===== config.mk =====
export PLATFORM = sky130hd
export DESIGN_NAME = store_data_packer
export DESIGN_NICKNAME = d
export VERILOG_FILES = /design/src/rtl/store_data_packer.sv
export SDC_FILE = /design/constraint.sdc
export NUM_CORES = 1
export LEC_CHECK = 0
export ABC_CLOCK_PERIOD_IN_PS = 3000
export CAP_MARGIN = 20
export CORE_MARGIN = 5
export CORE_UTILIZATION = 46
export DETAILED_ROUTE_END_ITERATION = 10
export PLACE_DENSITY = 0.9
export SLEW_MARGIN = 20
export SYNTH_ARGS = -nofsm -noshare
export SYNTH_HDL_FRONTEND = slang
export SYNTH_SLANG_ARGS = --single-unit

===== constraint.sdc =====
create_clock -name CLK -period 3 [get_ports CLK]
set_input_delay 0.3 -clock CLK [delete_from_list [all_inputs] [get_ports CLK]]
set_output_delay 0.3 -clock CLK [all_outputs]
set_load 0.02 [all_outputs]

===== src/rtl/store_data_packer.sv =====
// Store-side data packer: narrows SB/SH/SW data into a 32-bit word and writes it to
// word-wide memory, using read-modify-write for sub-word stores. Optional: STORE_BYTE_ENABLE_EN.
module store_data_packer #(
    parameter int unsigned TIMEOUT = 16,
    parameter int unsigned CNT_W   = 5
) (
    input  logic        CLK,
    input  logic        Reset,
    input  logic        ReqValid,
    output logic        ReqReady,
    input  logic [1:0]  StoreSize,
    input  logic [31:0] Addr,
    input  logic [31:0] StoreData,
    output logic [31:0] MemAddr,
    output logic        MemRead,
    input  logic [31:0] MemRdata,
    input  logic        MemRdValid,
    output logic        MemWrite,
    output logic [31:0] MemWData,
    output logic        Done,
    output logic        Error,
`ifdef STORE_BYTE_ENABLE_EN
    output logic [3:0]  MemByteEn,
`endif
    output logic        ErrCause
);

    localparam logic [2:0] S_IDLE  = 3'd0;
    localparam logic [2:0] S_READ  = 3'd1;
    localparam logic [2:0] S_WAIT  = 3'd2;
    localparam logic [2:0] S_WRITE = 3'd3;
    localparam logic [2:0] S_DONE  = 3'd4;
    localparam logic [2:0] S_ERR   = 3'd5;

    localparam logic [1:0] SZ_BYTE = 2'b00;
    localparam logic [1:0] SZ_HALF = 2'b01;
    localparam logic [1:0] SZ_WORD = 2'b10;

    logic [2:0]       state;
    logic [1:0]       size_q;
    logic [1:0]       lane_q;
    logic [15:0]      data_q;
    logic [CNT_W-1:0] cnt;
    logic             cause_q;
    logic [31:0]      mem_addr_q;
    logic [31:0]      mem_wdata_q;
    logic [31:0]      merged;
    logic [CNT_W-1:0] cnt_inc;
    logic             timeout_hit;
    logic             bad_req;
`ifdef STORE_BYTE_ENABLE_EN
    logic [3:0]       be_q;
`endif

    always_comb begin
        bad_req = 1'b0;
        case (StoreSize)
            SZ_HALF: bad_req = Addr[0];
            SZ_WORD: bad_req = |Addr[1:0];
            SZ_BYTE: bad_req = 1'b0;
            default: bad_req = 1'b1;
        endcase
    end

    // Little-endian lane merge of the latched store data into the fetched word.
    always_comb begin
        merged = MemRdata;
        if (size_q == SZ_BYTE) begin
            merged[{lane_q, 3'b000} +: 8] = data_q[7:0];
        end else if (lane_q[1]) begin
            merged[31:16] = data_q;
        end else begin
            merged[15:0] = data_q;
        end
    end

    assign cnt_inc     = cnt + CNT_W'(1);
    assign timeout_hit = (cnt_inc == CNT_W'(TIMEOUT));

    always_ff @(posedge CLK or posedge Reset) begin
        if (Reset) begin
            state       <= S_IDLE;
            size_q      <= '0;
            lane_q      <= '0;
            data_q      <= '0;
            cnt         <= '0;
            cause_q     <= 1'b0;
            mem_addr_q  <= '0;
            mem_wdata_q <= '0;
`ifdef STORE_BYTE_ENABLE_EN
            be_q        <= '0;
`endif
        end else begin
            case (state)
                S_IDLE: begin
                    if (ReqValid) begin
                        mem_addr_q <= {Addr[31:2], 2'b00};
                        size_q     <= StoreSize;
                        lane_q     <= Addr[1:0];
                        data_q     <= StoreData[15:0];
                        if (bad_req) begin
                            cause_q <= 1'b0;
                            state   <= S_ERR;
                        end else if (StoreSize == SZ_WORD) begin
                            mem_wdata_q <= StoreData;
`ifdef STORE_BYTE_ENABLE_EN
                            be_q        <= 4'b1111;
`endif
                            state       <= S_WRITE;
                        end else begin
`ifdef STORE_BYTE_ENABLE_EN
                            // Byte enables let the write go straight out with lanes replicated.
                            if (StoreSize == SZ_BYTE) begin
                                mem_wdata_q <= {4{StoreData[7:0]}};
                                be_q        <= 4'b0001 << Addr[1:0];
                            end else begin
                                mem_wdata_q <= {2{StoreData[15:0]}};
                                be_q        <= Addr[1] ? 4'b1100 : 4'b0011;
                            end
                            state <= S_WRITE;
`else
                            cnt   <= '0;
                            state <= S_READ;
`endif
                        end
                    end
                end
                S_READ: begin
                    if (MemRdValid) begin
                        mem_wdata_q <= merged;
                        state       <= S_WRITE;
                    end else begin
                        state <= S_WAIT;
                    end
                end
                S_WAIT: begin
                    cnt <= cnt_inc;
                    // Read data arriving on the timeout cycle still completes the store.
                    if (MemRdValid) begin
                        mem_wdata_q <= merged;
                        state       <= S_WRITE;
                    end else if (timeout_hit) begin
                        cause_q <= 1'b1;
                        state   <= S_ERR;
                    end
                end
                S_WRITE: state <= S_DONE;
                S_DONE:  state <= S_IDLE;
                S_ERR:   state <= S_IDLE;
                default: state <= S_IDLE;
            endcase
        end
    end

    assign ReqReady = (state == S_IDLE) && !Reset;
    assign MemRead  = (state == S_READ);
    assign MemWrite = (state == S_WRITE);
    assign Done     = (state == S_DONE);
    assign Error    = (state == S_ERR);
    assign ErrCause = (state == S_ERR) && cause_q;
    assign MemAddr  = mem_addr_q;
    assign MemWData = mem_wdata_q;
`ifdef STORE_BYTE_ENABLE_EN
    assign MemByteEn = (state == S_WRITE) ? be_q : 4'b0000;
`endif

endmodule

# After elaboration in Yosys (flattened, before gate mapping)
# Cells that the tools add are included.
# classes
n_bitwise	0
n_mux	26
multipliers	0
n_eq_ne	17
n_shift	2
n_lt_le_gt_ge	0
n_addsub	2
div	0
n_reduce_logical	15
# op_table
cell	count
$mux W32	5
$pmux W32 S2	1
$bwmux W32	1
$mux W16	2
$shift A8 B7 Y32 const A	1
$shiftx A8 B7 Y32	1
$mux W5	3
$ne A2 B2 Y1 const B	7
$mux W3	4
$pmux W3 S4	1
$pmux W5 S2	1
$reduce_and A5 Y1	2
$neg A5 Y7	1
$eq A3 B2 Y1 const B	2
$eq A3 B3 Y1 const B	2
$add A5 B1 Y5 const B	1
$eq A5 B5 Y1 const B	1
$mux W1	5
$logic_not A2 Y1	2
$reduce_and A2 Y1	2
$reduce_and A4 Y1	1
$reduce_bool A2 Y1	2
$reduce_or A2 Y1	2
$eq A3 B1 Y1 const B	1
10 further kinds	11
# totals
output_inout_bits	70
mem_bits_ro	0
input_bits	102
regBits	91
mem_count	0
latchBits	0
ram_bits	0
elab_cells	70

# Longest topological paths before layout
# logic_depth
word_depth	6
depth_mapped	9
mapped_depth_nobuf	7

# Worst setup path after synthesis
# No wires, ideal clock.
# synth_path
kind	register -> register
from	register lane_q[1]
to	register mem_wdata_q[10], in the netlist MemWData[10]
setup_ns	0.064
path_slack_ns	0.780
t_arrival_ns	2.156
path_buffers	2
required_ns	2.936
synth_period_minus_slack_ns	2.220
path_stages_with_launch	10
path_cell_list	dfrtp_1 > buf_2 > buf_2 > inv_1 > ha_1 > nand2_1 > nor3_1 > a221oi_1 > o21ai_1 > mux2_4
# synth_via
elab_chain_cells	6
elab_cells_between_ends	8
cone_classes	add/sub: 1; shift: 2; mux: 5
# synth_rtl
item	line	text
start, declared	41	logic [1:0] lane_q;
start signal, assigned	99	lane_q <= Addr[1:0];
$neg A5 Y7	69	merged[{lane_q, 3'b000} +: 8] = data_q[7:0];
$shiftx A8 B7 Y32 or $shift A8 B7 Y32 (tied branches)	69	
$bwmux W32	69	
$mux W32 (*)	68	if (size_q == SZ_BYTE) begin
$mux W32 (*)	129, 139	
$pmux W32 S2 (*)	94	case (state)
end signal, assigned	105	mem_wdata_q <= StoreData;
end signal, assigned	130	mem_wdata_q <= merged;
end signal, assigned	140	mem_wdata_q <= merged;
end, declared	46	logic [31:0] mem_wdata_q;
# Mark *: on every way between the ends. The rest lies on a longest branch, timed or not. The select of a mux whose other input is x is not followed.
# A chain may end at the register's enable or synchronous reset.

# Worst setup path after layout
# layout_path
from	register lane_q[0]
to	register mem_wdata_q[10], in the netlist MemWData[10]
# layout_via
elab_chain_cells	6
elab_cells_between_ends	7
cone_classes	add/sub: 1; shift: 2; mux: 4
# layout_rtl
item	line
$neg A5 Y7 (*)	69
$shiftx A8 B7 Y32 or $shift A8 B7 Y32 (tied branches)	69
$bwmux W32 (*)	69
$mux W32 (*)	68
$mux W32 (*)	129, 139
$pmux W32 S2 (*)	94
# Marked as above.

==> out/results.ini <==
[clocking]
cts_resized = 0
h-tree-depth = 3
cts_buffer_depth = 2
path_clk_slew_ns = 0.09
clock_latency_ns = 0.36
clockRootBuffer = clkbuf_8
clock-sinks = 91
post_cts_buffers = 0
cts_made_buffers = 9
cts_tree = yes
cts_hold_buffers = 0

[yosys]
synth_edf_count = 0
yosys-top-cells-count = dfrtp_1, mux2_2, nand2_1
async_reset_ff_share_pct = 100
syn_area_um2 = 5140
synth_top_area_share_pct = 44.3
synth.distinct_cells = 46
syn_inst = 462
yosys.area.top_type = dfrtp_1
synth_most_common_cell = dfrtp_1
synth-main-ff-cell = dfrtp_1
synth-seq-area-share_pct = 44.3
synthTopCellsByArea = dfrtp_1, mux2_2, mux2_4
syn_avg_cell_area_um2 = 11.1
yosys_warnings = 0
synth-seq-cells = 91

[sta]
rsz0062_at_grt = no
fin_skew_ns = 0.0140
slew_headroom_pct = 24.4
setup_violations = 0
finalCriticalPeriod_ns = 2.54
slew_viol_final = 0
final-hold-violation-count = 0
timing.fmax_ghz = 0.393
whs_ns = 0.435
setup_slack_ns = 0.458
min_period_over_period_pct = 84.7
tightest_slew_ns = 1.13
setup-tns-final_ns = 0

[job]
max_cap_violations = 0

[die]
start_util_pct = 47.2
die_area_um2 = 13400
core-area_um2 = 10900
rows = 38
die-width_um = 116
fp.dieH_um = 116
io_pins = 172

[global_route]
grt_pass1_vias = 4890
antenna_found_initial = 0
overflow = 0
grt_start_max_net_pins = 92
grt_util_all_layers_pct = 23.4
grt_first_pass_wirelength_um = 24700

[power]
p_leak_nw = 2.89
power_density_nw_per_um2 = 1150
ir_drop_mv = 0.629

[place]
gp_congestion = 0.864
dp_slack_ns = 0.520
dp.cells = 751
port_buffers = 169
hpwl_um = 11200

[finish]
finalNonFillerCells = 765
nNetsFinal = 730
syn2layout_area_growth_pct = 38.6
n_antenna_cell = 0
drive_above_1_share_pct = 22.1
n_fill_cell = 809

[route]
drc = 0
first_pass_iters = 6
wl_per_cell_um = 20.4
viasPerCell = 5.96
postRouteAntennaNets = 0
vias = 4561
dr.first_iter.drc_count = 403
routed_wl_um = 15600

[setup_path]
cp-start-kind = flip-flop
worstPathRequired_ns = 3.31
cp.arrival_ns = 2.85
crit_type = reg2reg
critPathMaxFanout = 8
cp-end-kind = flip-flop

[run_status]
status = finished clean

[hold_path]
hp-class = in2async

-- path summary, 6_finish.rpt --
kind / from / to / slack (ns) / cells past startpoint
worst max-delay path: lane_q[0]$_DFFE_PP0P_ / MemWData[10]$_DFFE_PP0P_ / 0.46 / 7
worst min-delay path: Reset / MemWData[27]$_DFFE_PP0P_ / 0.44 / 3
worst max register to register: lane_q[0]$_DFFE_PP0P_ / MemWData[10]$_DFFE_PP0P_ / 0.46 / 7
worst min register to register: MemAddr[3]$_DFFE_PP0P_ / MemAddr[3]$_DFFE_PP0P_ / 0.51 / 1
max in group asynchronous: Reset / MemAddr[25]$_DFFE_PP0P_ / 2.19 / 3
min in group CLK: MemAddr[3]$_DFFE_PP0P_ / MemAddr[3]$_DFFE_PP0P_ / 0.51 / 1
-- sequential cells by signal, indices dropped and copies added, names as in the netlist --
register	count
MemAddr	30
MemWData	32
cause_q	1
cnt	5
data_q	16
lane_q	2
size_q	2
state	3
-- power breakdown --
part / total [mW] / internal [mW] / leakage (nW) / switching [mW]
Clock: 0.820 / 0.397 / 0.0950 / 0.423
Combinational: 4.91 / 2.51 / 1.71 / 2.40
Sequential: 2.45 / 1.85 / 1.09 / 0.591
Total: 8.17 / 4.76 / 2.89 / 3.42
-- cells by family (layout without fill, tap and decap cells) --
logic type                 Yosys count  count (layout)  share of synthesized area, %
AOI/OAI and AO/OA                  124             124                          15.2
muxes                              110             110                          26.1
DFF                                 91              91                          44.3
and+or+nand+nor                     90              90                          8.47
buffers and inverters               39             201                          4.19
adders and majority gates            6               6                          1.46
other                                1               2                        0.0729
xor gates and xnor gates             1               1                         0.170
-- cells in the final DEF (no fill, tap or decap), types with 2 or more instances in the layout --
cell type          n
inv_1              5
nor3_1             4
mux2_4            30
a21o_1             2
clkinv_2           2
buf_4              6
nor2_1            21
nand3_1            4
nand2b_1           3
a221oi_1          25
mux2_2            74
conb_1             2
o21ai_2            2
clkbuf_8          10
clkdlybuf4s50_1  169
o21ai_1           23
o31ai_1            3
o21ai_0           35
dfrtp_1           91
a21oi_1           17
clkinv_1           2
nand2_1           43
buf_12             3
o21bai_1           2
mux2i_1            6
ha_1               6
a31oi_1           11
-- cell type report --
cell class	count	area, µm²	share of cell area, %
flip-flops and latches	91	2280	32.0
repair buffers	178	1800	25.2
clock inverters	3	40.0	0.562
clock buffers	11	141	1.98
multi-input cells	333	2660	37.3
well taps	140	175	2.46
inverters	9	36.3	0.509
-- metal layers --
layer | share of wire, % | global-route usage, % | vias up
li1 | - | - | 2014
met1 | 38 | 28.0 | 2202
met2 | 47 | 38.2 | 279
met3 | 11 | 7.83 | 66
met4 | 3.7 | 11.3 | 0
met5 | 0 | 0 | -
-- metrics by stage --
stage               util [%]  total power [mW]  instance area (µm²)
floorplan                  -              5.58                 5140
global placement        63.8              7.11                 6950
detailed placement      63.8              7.33                 6950
CTS                     65.5              8.19                 7130
global route            65.5              8.67                 7130
finish                  65.5              8.17                 7130
-- critical path, cell delays in order (launching register included) --
cell	delay, ns
dfrtp_1	0.49
inv_2	0.12
ha_1	0.38
nand2_1	0.07
nor3_1	0.86
a221oi_1	0.20
o21ai_1	0.23
mux2_4	0.17
(Power assumes the default switching activity.)
